File: config.mk
export PLATFORM = sky130hd
export DESIGN_NAME = ne_fp_sfr_align_pipe
export DESIGN_NICKNAME = d
export VERILOG_FILES = /design/src/rtl/ne_fp_pkg.sv /design/src/rtl/ne_fp_sfr_blk.sv /design/src/rtl/ne_fp_sfr_align_pipe.sv
export SDC_FILE = /design/constraint.sdc
export NUM_CORES = 1
export LEC_CHECK = 0
export CORE_MARGIN = 2
export CORE_UTILIZATION = 55
export DETAILED_ROUTE_END_ITERATION = 8
export HOLD_SLACK_MARGIN = 0.15
export PLACE_DENSITY_LB_ADDON = 0.25
export SYNTH_ARGS = -nofsm -noshare
export SYNTH_HDL_FRONTEND = slang
export SYNTH_SLANG_ARGS = --single-unit
File: constraint.sdc
create_clock -name clk -period 2.8 [get_ports clk]
set_clock_uncertainty 0.1 [all_clocks]
set_input_delay 0.7 -clock clk [delete_from_list [all_inputs] [get_ports clk]]
set_output_delay 0.7 -clock clk [all_outputs]
set_load 0.01 [all_outputs]
File: src/rtl/ne_fp_pkg.sv
`default_nettype none
// ============================================================================
// Module : ne_fp_pkg
// Brief  : Shared constants and stage-split helpers for the NE FP datapath.
// Rev    : 1.0  initial release
// ============================================================================
package ne_fp_pkg;

    localparam int NE_FP_MAN_W     = 33;
    localparam int NE_FP_SF_W      = 6;
    localparam int NE_FP_FINE_SF_W = 3;

    // Width of the shift-amount slice handled by the fine (1-step) stage.
    function automatic int ne_fp_fine_w(input int sf_w);
        return (sf_w < NE_FP_FINE_SF_W) ? sf_w : NE_FP_FINE_SF_W;
    endfunction

    // Width of the coarse slice; kept at 1 when no coarse bits exist.
    function automatic int ne_fp_coarse_w(input int sf_w);
        return (sf_w > NE_FP_FINE_SF_W) ? (sf_w - NE_FP_FINE_SF_W) : 1;
    endfunction

endpackage
`default_nettype wire

File: src/rtl/ne_fp_sfr_blk.sv
`default_nettype none
// ============================================================================
// Module : ne_fp_sfr_blk
// Brief  : Combinational right shift by i_amt*STEP with fill and sticky.
//          Sticky output exists only when NE_FP_SFR_STICKY_EN is defined.
// Rev    : 1.0  initial release
// ============================================================================
module ne_fp_sfr_blk
    import ne_fp_pkg::*;
#(
    parameter int BW_DATA = NE_FP_MAN_W,
    parameter int BW_AMT  = NE_FP_FINE_SF_W,
    parameter int STEP    = 1
) (
    input  logic [BW_DATA-1:0] i_a,
    input  logic [BW_AMT-1:0]  i_amt,
    input  logic               i_fill,
    output logic [BW_DATA-1:0] o_z
`ifdef NE_FP_SFR_STICKY_EN
    ,
    output logic               o_sticky
`endif
);

    localparam logic [BW_DATA-1:0] C_ONES = '1;

    logic [31:0]        w_sh;
    logic [BW_DATA-1:0] w_keep;

    assign w_sh   = 32'(i_amt) * 32'(STEP);
    // Ones mark bit positions still holding source data after the shift.
    assign w_keep = C_ONES >> w_sh;
    assign o_z    = (i_a >> w_sh) | ({BW_DATA{i_fill}} & ~w_keep);

`ifdef NE_FP_SFR_STICKY_EN
    logic [BW_DATA-1:0] w_lost;

    assign w_lost   = i_a & ~(C_ONES << w_sh);
    assign o_sticky = |w_lost;
`endif

endmodule
`default_nettype wire

File: src/rtl/ne_fp_sfr_align_pipe.sv
`default_nettype none
// ============================================================================
// Module : ne_fp_sfr_align_pipe
// Brief  : Two-stage elastic mantissa alignment right shifter (fine 0..7,
//          then coarse x8). Sticky logic built when NE_FP_SFR_STICKY_EN.
// Rev    : 1.0  initial release
// ============================================================================
module ne_fp_sfr_align_pipe
    import ne_fp_pkg::*;
#(
    parameter int BW_DATA = NE_FP_MAN_W,
    parameter int BW_SF   = NE_FP_SF_W,
    parameter int SIGNED  = 0
) (
    input  logic               clk,
    input  logic               rst_n,
    input  logic               in_vld,
    output logic               in_rdy,
    input  logic [BW_DATA-1:0] in_a,
    input  logic [BW_SF-1:0]   in_s,
    output logic               out_vld,
    input  logic               out_rdy,
    output logic [BW_DATA-1:0] out_z,
    output logic               out_sticky
);

    localparam int C_FINE_W = ne_fp_fine_w(BW_SF);
    localparam int C_CO_W   = ne_fp_coarse_w(BW_SF);
    localparam int C_CO_STP = 1 << NE_FP_FINE_SF_W;

    logic               r_s1_vld;
    logic [BW_DATA-1:0] r_s1_z;
    logic               r_s1_fill;
    logic [C_CO_W-1:0]  r_s1_hi;
    logic               r_out_vld;
    logic [BW_DATA-1:0] r_out_z;

    logic               w_s1_en;
    logic               w_s2_en;
    logic               w_fill;
    logic [C_CO_W-1:0]  w_hi;
    logic [BW_DATA-1:0] w_s1_z;
    logic [BW_DATA-1:0] w_s2_z;

    assign w_s2_en = !r_out_vld || out_rdy;
    assign w_s1_en = !r_s1_vld || w_s2_en;
    assign in_rdy  = w_s1_en;
    assign out_vld = r_out_vld;
    assign out_z   = r_out_z;
    assign w_fill  = (SIGNED != 0) ? in_a[BW_DATA-1] : 1'b0;

    generate
        if (BW_SF > NE_FP_FINE_SF_W) begin : g_hi
            assign w_hi = in_s[BW_SF-1:NE_FP_FINE_SF_W];
        end else begin : g_no_hi
            assign w_hi = '0;
        end
    endgenerate

`ifdef NE_FP_SFR_STICKY_EN
    logic w_s1_st;
    logic w_s2_st;
    logic r_s1_sticky;
    logic r_out_sticky;
`endif

    ne_fp_sfr_blk #(
        .BW_DATA (BW_DATA),
        .BW_AMT  (C_FINE_W),
        .STEP    (1)
    ) u_fine (
        .i_a      (in_a),
        .i_amt    (in_s[C_FINE_W-1:0]),
        .i_fill   (w_fill),
        .o_z      (w_s1_z)
`ifdef NE_FP_SFR_STICKY_EN
        ,
        .o_sticky (w_s1_st)
`endif
    );

    generate
        if (BW_SF > NE_FP_FINE_SF_W) begin : g_coarse
            ne_fp_sfr_blk #(
                .BW_DATA (BW_DATA),
                .BW_AMT  (C_CO_W),
                .STEP    (C_CO_STP)
            ) u_coarse (
                .i_a      (r_s1_z),
                .i_amt    (r_s1_hi),
                .i_fill   (r_s1_fill),
                .o_z      (w_s2_z)
`ifdef NE_FP_SFR_STICKY_EN
                ,
                .o_sticky (w_s2_st)
`endif
            );
        end else begin : g_pass
            // No coarse bits: stage 2 is a plain register slice.
            assign w_s2_z = r_s1_z;
`ifdef NE_FP_SFR_STICKY_EN
            assign w_s2_st = 1'b0;
`endif
        end
    endgenerate

    always_ff @(posedge clk) begin
        if (!rst_n) begin
            r_s1_vld  <= 1'b0;
            r_s1_z    <= '0;
            r_s1_fill <= 1'b0;
            r_s1_hi   <= '0;
            r_out_vld <= 1'b0;
            r_out_z   <= '0;
        end else begin
            if (w_s1_en) begin
                r_s1_vld <= in_vld;
            end
            if (w_s1_en && in_vld) begin
                r_s1_z    <= w_s1_z;
                r_s1_fill <= w_fill;
                r_s1_hi   <= w_hi;
            end
            if (w_s2_en) begin
                r_out_vld <= r_s1_vld;
            end
            if (w_s2_en && r_s1_vld) begin
                r_out_z <= w_s2_z;
            end
        end
    end

`ifdef NE_FP_SFR_STICKY_EN
    always_ff @(posedge clk) begin
        if (!rst_n) begin
            r_s1_sticky  <= 1'b0;
            r_out_sticky <= 1'b0;
        end else begin
            if (w_s1_en && in_vld) begin
                r_s1_sticky <= w_s1_st;
            end
            if (w_s2_en && r_s1_vld) begin
                r_out_sticky <= r_s1_sticky | w_s2_st;
            end
        end
    end

    assign out_sticky = r_out_sticky;
`else
    assign out_sticky = 1'b0;
`endif

endmodule
`default_nettype wire

==> impl_metrics.py <==
metrics = {
    "clocking": {
        "root_buffer": "clkbuf_8",
        "cts_buffer_depth": 2,
        "cts_tree": "yes",
        "holdBufCountCts": 0,
        "cts_sinks": 71,
        "cts_max_level": 3,
        "cts_resized": 0,
        "clk_pin_slew_ns": 0.06,
        "clk_latency_ns": 0.34,
        "postCtsSetupRepairBufs": 0,
        "numCtsBuffers": 9,
    },
    "place": {
        "gp_congestion": 0.801,
        "dp_hpwl_um": 7460,
        "port_buffers": 77,
    },
    "timing": {
        "maxSlewHeadroom_pct": 42.8,
        "drv_slew": 0,
        "rsz0062_at_grt": "false",
        "fmax_mhz": 374,
        "fin_setup_tns_ns": 0,
        "finalCriticalPeriod_ns": 2.67,
        "setup_viol": 0,
        "final_hold_viol_count": 0,
        "period_share_pct": 95.4,
        "worst_pin_slew_ns": 0.858,
    },
    "floorplanning": {
        "die_y_um": 90.3,
        "placementRows": 31,
        "core_area_mm2": 0.00721,
        "io_pins": 79,
        "floorplan.die.width_um": 90.3,
        "start_util_pct": 56.8,
        "die_area_mm2": 0.00815,
    },
    "detailed_routing": {
        "vias": 3708,
        "drcViolationCount": 0,
        "vias_per_cell": 6.17,
        "wl_um": 10500,
        "antenna_left": 0,
        "drtPass1Iterations": 5,
        "wl_per_cell_um": 17.4,
        "drt-initial-drc-count": 354,
    },
    "critical_path": {
        "path_cells": "clkdlybuf4s50_1 -> nand3b_1 -> clkdlybuf4s50_1",
        "crit_fanout": 2,
        "cpMostUsedCell": "clkdlybuf4s50_1",
        "slowest_delay_ns": 0.55,
        "crit_type": "in -> out",
        "critical_path.top_delay_family": "buffers and inverters",
        "crit_path_end_kind": "output pin",
        "worst_path_max_delay_cell": "clkdlybuf4s50_1",
        "crit_required_ns": 2.00,
        "worst-path-buf-inv": 2,
        "arrival_ns": 1.87,
        "critPathLaunchType": "input port",
    },
    "power_and_ir_drop": {
        "peakVddDrop_mv": 0.403,
        "p_per_area_mw_per_mm2": 466,
        "p_total_mw": 2.36,
        "power.leakage_nw": 1.96,
    },
    "logic_synthesis": {
        "synthMuxAreaShare_pct": 14.6,
        "yosys_warnings": 0,
        "synth_top_area_share_pct": 34.7,
        "synth-simple-area-share_pct": 13.1,
        "yosys.area.top_type": "dfxtp_1",
        "synthCells": 444,
        "seq_area_frac_synth_pct": 34.7,
        "synth_top_family_by_area": "compound AO/OA/AOI/OAI gates",
        "synthArstFlopShare_pct": 0,
        "synth_edf_count": 0,
        "ys_types": 45,
        "synth_area_mm2": 0.00410,
        "synth-compound-area-share_pct": 30.8,
        "synthAdderAreaFrac_pct": 0,
        "synthTopCellsByArea": "dfxtp_1 (35%), o22ai_1 (8.1%), mux2_2 (7.4%)",
        "syn_area_per_cell_um2": 9.23,
        "synthesis.nets": 487,
        "synth_seq_cells": 71,
        "yosys.area_share.xor_xnor_pct": 0,
        "synthFlopType": "dfxtp_1",
    },
    "run_status": {
        "outcome": "completed",
    },
    "global_route": {
        "grt_pass1_wl_um": 17200,
        "grt_pass1_vias": 3491,
        "antenna_found_initial": 0,
        "track_usage_pct": 25.9,
        "grt-ovfl-total": 0,
        "grt_max_degree": 72,
    },
    "layout": {
        "layout.nets": 542,
        "antenna_cells": 0,
        "drive_gt1_share_pct": 12.0,
        "area_growth_pct": 23.6,
        "post-route-util_pct": 70.2,
    },
    "flow_run": {
        "cap_violations": 0,
    },
    "hold_path": {
        "min_path_type": "reg -> reg",
    },
}
-- area by class of cell --
type | count | area (µm²)
inverter | 4 | 15.0
clock inverter | 1 | 5.00
sequential | 71 | 1420
fill | 602 | 2150
tap | 99 | 124
multi-input combinational | 323 | 2410
timing repair buffer | 90 | 931
clock buffer | 13 | 159
-- path summary, 6_finish.rpt --
path / start / end / slack, ns / cells past startpoint
hold reg to reg: out_z[19]$_SDFFE_PN0P_ / out_z[19]$_SDFFE_PN0P_ / 0.35 / 2
setup reg to reg: r_s1_hi[1]$_SDFFE_PN0P_ / out_z[25]$_SDFFE_PN0P_ / 0.74 / 5
setup / recovery: out_rdy / in_rdy / 0.13 / 3
hold / removal: out_z[19]$_SDFFE_PN0P_ / out_z[19]$_SDFFE_PN0P_ / 0.35 / 2
-- kinds of logic (layout without fill, tap and decap cells) --
kind of cell / Yosys count / after routing
and+or+nand+nor: 93 / 93
AOI/OAI and AO/OA: 175 / 175
muxes: 54 / 54
buffers and inverters: 50 / 108
other: 1 / 1
DFF: 71 / 71
-- registers in the layout (all words and copies together) (netlist names) --
signal,flops
r_s1_hi,3
out_vld,1
out_z,33
r_s1_vld,1
r_s1_z,33
-- cells in the mapped netlist (2+ instances only) --
master / instances
mux2i_1: 21
buf_4: 8
nand2b_1: 2
inv_1: 3
mux2_2: 27
o2bb2ai_1: 9
a21boi_1: 15
o21ai_1: 26
nor2b_1: 32
o22ai_1: 53
nand3b_1: 2
clkbuf_1: 16
o21ai_0: 4
nand3_1: 4
o211a_1: 27
nand2_1: 30
or3_1: 8
a211o_1: 8
or2_1: 2
dfxtp_1: 71
a22oi_1: 15
nor2_1: 5
buf_6: 5
a32oi_1: 8
buf_2: 16
mux2_1: 4
a21oi_1: 5
-- where the power goes --
group | total [mW] | switching (mW) | leakage (nW) | internal, mW
clock | 0.699 | 0.339 | 0.0854 | 0.359
sequential | 1.13 | 0.0664 | 0.583 | 1.07
combinational | 0.524 | 0.251 | 1.29 | 0.274
total | 2.36 | 0.656 | 1.96 | 1.70
-- through the flow --
step / hold WS, ns / cells / area (µm²) / worst slack (ns)
after CTS: 0.355 / 601 / 5060 / 0.126
after global placement: 0.339 / 587 / 4900 / 0.168
final: 0.352 / 601 / 5060 / 0.129
after floorplan: 0.356 / 444 / 4100 / 0.877
after global routing: 0.375 / 601 / 5060 / 0.0636
after detailed placement: 0.347 / 587 / 4900 / 0.137
-- per-layer routing --
metal	global-route usage (%)	vias to the layer above	routed length (µm)
met4	6.03	0	155
met2	46.4	125	5370
li1	-	1797	-
met3	6.18	15	559
met1	31.4	1771	4380
met5	0	-	0
-- placed cells by master (no fill, tap or decap), types with 2 or more instances in the layout --
| cell type | count |
|---|---|
| a211o_1 | 8 |
| a21boi_1 | 15 |
| a21oi_1 | 5 |
| a22oi_1 | 15 |
| a32oi_1 | 8 |
| buf_12 | 5 |
| buf_4 | 8 |
| clkbuf_1 | 2 |
| clkbuf_8 | 11 |
| clkdlybuf4s50_1 | 77 |
| dfxtp_1 | 71 |
| inv_1 | 3 |
| mux2_1 | 4 |
| mux2_2 | 27 |
| mux2i_1 | 21 |
| nand2_1 | 30 |
| nand2b_1 | 2 |
| nand3_1 | 4 |
| nand3b_1 | 2 |
| nor2_1 | 5 |
| nor2b_1 | 32 |
| o211a_1 | 27 |
| o21ai_0 | 4 |
| o21ai_1 | 26 |
| o22ai_1 | 53 |
| o2bb2ai_1 | 9 |
| or2_1 | 2 |
| or3_1 | 8 |
-- worst register-to-register path: stages, from the launching register on --
cell     delay [ns]
dfxtp_1        0.83
buf_4          0.30
or2_1          0.31
nor4_4         0.11
a22oi_1        0.23
nor2b_1        0.07
(Power assumes the default switching activity.)
==> patch 1: new RTL, same flow settings <==
Build with the macro `NE_FP_SFR_STICKY_EN` defined.
--- a/src/rtl/ne_fp_sfr_blk.sv
+++ b/src/rtl/ne_fp_sfr_blk.sv
@@ -5,6 +5,8 @@
 //          Sticky output exists only when NE_FP_SFR_STICKY_EN is defined.
 // Rev    : 1.0  initial release
 // ============================================================================
+`define NE_FP_SFR_STICKY_EN
+
 module ne_fp_sfr_blk
     import ne_fp_pkg::*;
 #(
Check against the original RTL: not equivalent (a bounded check fails within 4 cycles, from zero or initial values and one cycle with rst_n low).
==> patch 1 against the original RTL <==
Sequential cell count is 2 higher; wire length up 9.6%; area after synthesis grew 8.2%; sequential power up 4%; design area is 8.2% higher; power is 9.1% higher; first-iteration DRC count is 8.5% higher; global-route usage rose by 0.78 points; worst setup slack worse by 0.0017 ns.
==> patch 1: results <==
group,metric,value,unit
run_status,outcome,"completed",
timing,slew-limit-headroom,0.335,
synthesis,ys.flop_type,"dfxtp_1",
clocking,htree_levels,3,
final_layout,nets,546,
global_route,grt_pass1_wl,18200,um
timing,timing.hold.ws,0.374,ns
worst_setup_path,r2r_slack,0.89,ns
global_route,grt_usage,0.267,
clocking,cts_setup_buffers,0,
clocking,cts_root_buffer,"clkbuf_8",
synthesis,async_flop_share,0,
final_layout,drive_gt1_frac,0.215,
worst_setup_path,critical_path.endpoint,"in_rdy",
worst_setup_path,r2r-start,"out_vld$_SDFFE_PN0P_",
route,drt_iter0_markers,384,
power,ir_drop,0.000403,V
hold_path,hold_path_class,"reg -> reg",
worst_setup_path,rr_worst_depth,4,
synthesis,synth_area_leaders,"dfxtp_1 (33%), mux4_2 (16%), mux2_4 (7.1%), nor2b_1 (4.8%), a22oi_1 (4.4%)",
worst_setup_path,cp-startpoint,"out_rdy",
power,p_int,1.83,mW
power,seq_power,1.18,mW
synthesis,synthDistinctLibCells,44,
placed_design,dpl.hpwl,8180,um
synthesis,synth_common_cells,"dfxtp_1 (73), nor2_1 (50), nor2b_1 (34)",
placed_design,routabilityCongestion,0.905,
placed_design,portBuffers,78,
hold_path,whs_path_depth,2,
route,vias,3876,
clocking,clock_latency,0.35,ns
worst_setup_path,r2r_end,"r_s1_z[21]$_SDFFE_PN0P_",
synthesis,synth_seq_area_share,0.330,
global_route,use_met3,0.0514,
global_route,grt_max_degree,74,
synthesis,synth_warnings,0,
synthesis,synth_nets,481,
clocking,clk_pin_slew,0.08,ns
global_route,gr-usage-met2,0.433,
worst_setup_path,arrival,1.87,ns
global_route,grt_pass1_vias,3707,
clocking,postCtsResizedCells,0,
clocking,max-clock-path-buffers,2,
power,p_leak,2.01,nW
global_route,antenna_found_initial,0,
route,drt-pass1-iter-count,5,
hold_path,min_to,"r_s1_hi[0]$_SDFFE_PN0P_",
final_layout,antenna_cells,0,
power,p_clk_frac,0.315,
global_route,groute.layer.met1.usage,0.350,
route,drc,0,
hold_path,min-delay-start,"r_s1_hi[0]$_SDFFE_PN0P_",
worst_setup_path,crit_fanout,3,
clocking,cts_buffers,9,
route,routed_wl,11500,um
patch 1: cell count changes after synthesis, moves of 10 or more:
cell	before	now
o22ai_1	53	1
nor2_1	5	50
mux4_2	1	32
o21ai_0	4	30
o211a_1	27	4
o21ai_1	26	5
mux2_4	1	21
a21boi_1	15	1
a22oi_1	15	26
mux2_2	27	16
mux2i_1	21	11
patch 1: per-layer routing:
layer / share of wire / wire length [um] / vias up
met3: 0.080 / 921 / 35
li1: - / - / 1771
met1: 0.41 / 4720 / 1862
met5: 0 / 0 / -
met4: 0.032 / 366 / 0
met2: 0.48 / 5460 / 208
patch 1: final cells by class:
class | count | area [um2]
Multi-Input combinational cell | 320 | 2730
Fill cell | 586 | 2290
Sequential cell | 73 | 1460
Timing Repair Buffer | 93 | 938
Tap cell | 102 | 128
Clock buffer | 9 | 124
Clock inverter | 7 | 71.3
Inverter | 6 | 22.5
patch 1: critical path: stages:
cell and delay, ns:
clkdlybuf4s50_1 0.48, nand3b_1 0.15, clkdlybuf4s50_1 0.55
patch 1: cells by family after synthesis:
logic type / Yosys count / synth area share
and+or+nand+nor: 136 / 0.156
buffers and inverters: 45 / 0.0539
AOI/OAI and AO/OA: 102 / 0.156
muxes: 82 / 0.304
DFF: 73 / 0.330
patch 1: per-stage QoR:
| step | cell area (um2) | util | instances | total power, mW | worst slack (ns) |
|---|---|---|---|---|---|
| global route | 5480 | 0.705 | 610 | 2.67 | 0.0798 |
| floorplan | 4430 | - | 438 | 1.57 | 0.718 |
| CTS | 5480 | 0.705 | 610 | 2.57 | 0.117 |
| global placement | 5280 | 0.680 | 594 | 1.76 | 0.154 |
| detailed placement | 5280 | 0.680 | 594 | 1.78 | 0.128 |
| finish | 5480 | 0.705 | 610 | 2.57 | 0.127 |
==> patch 2: new RTL, config.mk and constraints unchanged <==
Without the edit above. The package constant `NE_FP_MAN_W` goes from 33 to 66.
--- a/src/rtl/ne_fp_pkg.sv
+++ b/src/rtl/ne_fp_pkg.sv
@@ -6,7 +6,7 @@
 // ============================================================================
 package ne_fp_pkg;
 
-    localparam int NE_FP_MAN_W     = 33;
+    localparam int NE_FP_MAN_W     = 66;
     localparam int NE_FP_SF_W      = 6;
     localparam int NE_FP_FINE_SF_W = 3;
 
Interface: changed (resized in_a and out_z); port bits go from 79 to 145. The function was not compared with the original's and may differ.
==> patch 2 against the original RTL <==
Maximum frequency increased by 4.8%; combinational power is 100% higher; via count up 93%; design area grew 96%; area after synthesis is 92% higher; power up 120%; register-to-register slack lost 0.11 ns; sequential cell count grew 66; wire length grew 110%; sequential share of layout area shrank 0.46 points; worst setup slack improved by 0.12 ns.
==> patch 2: results <==
group,metric,value,unit
synthesis,synthDistinctLibCells,45,
global_route,grt_usage,0.299,
worst_setup_path,r2r_end,"out_z[1]$_SDFFE_PN0P_",
global_route,antenna_found_initial,0,
synthesis,synth_nets,917,
clocking,max-clock-path-buffers,2,
worst_setup_path,rr_worst_depth,5,
route,drt_iter0_markers,724,
synthesis,synth_top_family_by_area,"multiplexers",
clocking,clk_pin_slew,0.05,ns
timing,slew-limit-headroom,0.504,
hold_path,min_to,"out_z[13]$_SDFFE_PN0P_",
placed_design,dpl.hpwl,17000,um
final_layout,fill_cells,1101,
clocking,postCtsResizedCells,1,
route,vias,7171,
synthesis,ys.flop_type,"dfxtp_1",
hold_path,min-delay-start,"out_z[13]$_SDFFE_PN0P_",
clocking,cts_root_buffer,"clkbuf_16",
worst_setup_path,crit_fanout,3,
clocking,htree_levels,4,
power,ir_drop,0.000400,V
global_route,grt_pass1_wl,35100,um
synthesis,synth_warnings,0,
worst_setup_path,arrival,1.75,ns
synthesis,synthMuxAreaShare,0.290,
synthesis,synth_area_leaders,"dfxtp_1 (35%), mux2i_1 (17%), mux2_2 (8.2%), o221ai_1 (5.7%), nand2_1 (4.8%)",
synthesis,async_flop_share,0,
worst_setup_path,slowest_delay,0.44,ns
hold_path,hold_path_class,"reg -> reg",
run_status,outcome,"completed",
synthesis,synth_edf_count,0,
placed_design,portBuffers,143,
global_route,grt_pass1_vias,6523,
hold_path,whs_path_depth,2,
placed_design,dp_worst_setup_slack,0.00553,ns
synthesis,synth_compound_area_frac,0.179,
final_layout,nets,1029,
clocking,clock_latency,0.41,ns
synthesis,synth_seq_area_share,0.349,
power,p_leak,3.64,nW
synthesis,synth_common_cells,"dfxtp_1 (137), mux2i_1 (134), nand2_1 (101)",
route,drt-pass1-iter-count,6,
synthesis,synthAdderAreaFrac,0,
clocking,cts_buffers,17,
route,wire_per_inst,19.6,um
final_layout,drive_gt1_frac,0.147,
power,p_switching,1.48,mW
global_route,grt_max_degree,58,
worst_setup_path,r2r_slack,0.63,ns
placed_design,routabilityCongestion,0.928,
final_layout,antenna_cells,0,
timing,fin_crit,2.55,ns
[patch 2: cell families (layout without fill, tap and decap cells)]
family / after synthesis / count (layout)
simple gates: 216 / 216
flops: 137 / 137
mux: 204 / 204
buf+inv: 85 / 208
other cells: 1 / 1
compound gates: 198 / 198
[patch 2: power by group through the flow]
stage          clock network (mW)  logic [mW]  registers (mW)
3_3_place_gp                    0        1.02            2.26
3_5_place_dp                    0        1.04            2.27
5_1_grt                      2.02        1.14            2.24
6_report                     1.95        1.05            2.23
4_1_cts                      1.95        1.04            2.22
2_1_floorplan                   0       0.654            2.21
[patch 2: worst max-delay path by stage]
stage | start | end | cells past startpoint
global route | out_rdy | in_rdy | 4
detailed placement | out_rdy | in_rdy | 4
floorplan | in_s[1] | r_s1_z[52]$_SDFFE_PN0P_ | 6
global placement | out_rdy | in_rdy | 4
CTS | out_rdy | in_rdy | 4
finish | out_rdy | in_rdy | 4
[patch 2: area by class of cell]
class / count / share of cell area
Clock buffer: 20 / 0.0459
Multi-Input combinational cell: 619 / 0.468
Clock inverter: 10 / 0.00554
Sequential cell: 137 / 0.276
Timing Repair Buffer: 173 / 0.180
Inverter: 5 / 0.00189
Tap cell: 180 / 0.0227
[patch 2: worst max-delay path, delay by kind of cell]
kind | cells | cell delay (ns)
and+or+nand+nor | 1 | 0.28
buffers and inverters | 3 | 0.77
[patch 2: routing by layer]
layer | share of wire | GRT usage | vias to the layer above | wire [um]
met4 | 0.044 | 0.145 | 0 | 988
li1 | - | - | 3393 | -
met5 | 0 | 0 | - | 0
met2 | 0.46 | 0.462 | 388 | 10300
met3 | 0.072 | 0.0466 | 59 | 1620
met1 | 0.43 | 0.408 | 3331 | 9540
[patch 2: stage by stage]
| stage | cells | hold slack [ns] | instance area, um2 | total power [mW] |
|---|---|---|---|---|
| after floorplan | 841 | 0.332 | 7860 | 2.86 |
| after global placement | 1114 | 0.338 | 9430 | 3.28 |
| after detailed placement | 1114 | 0.345 | 9430 | 3.30 |
| after CTS | 1144 | 0.352 | 9940 | 5.22 |
| after global routing | 1144 | 0.373 | 9940 | 5.40 |
| final | 1144 | 0.351 | 9940 | 5.23 |
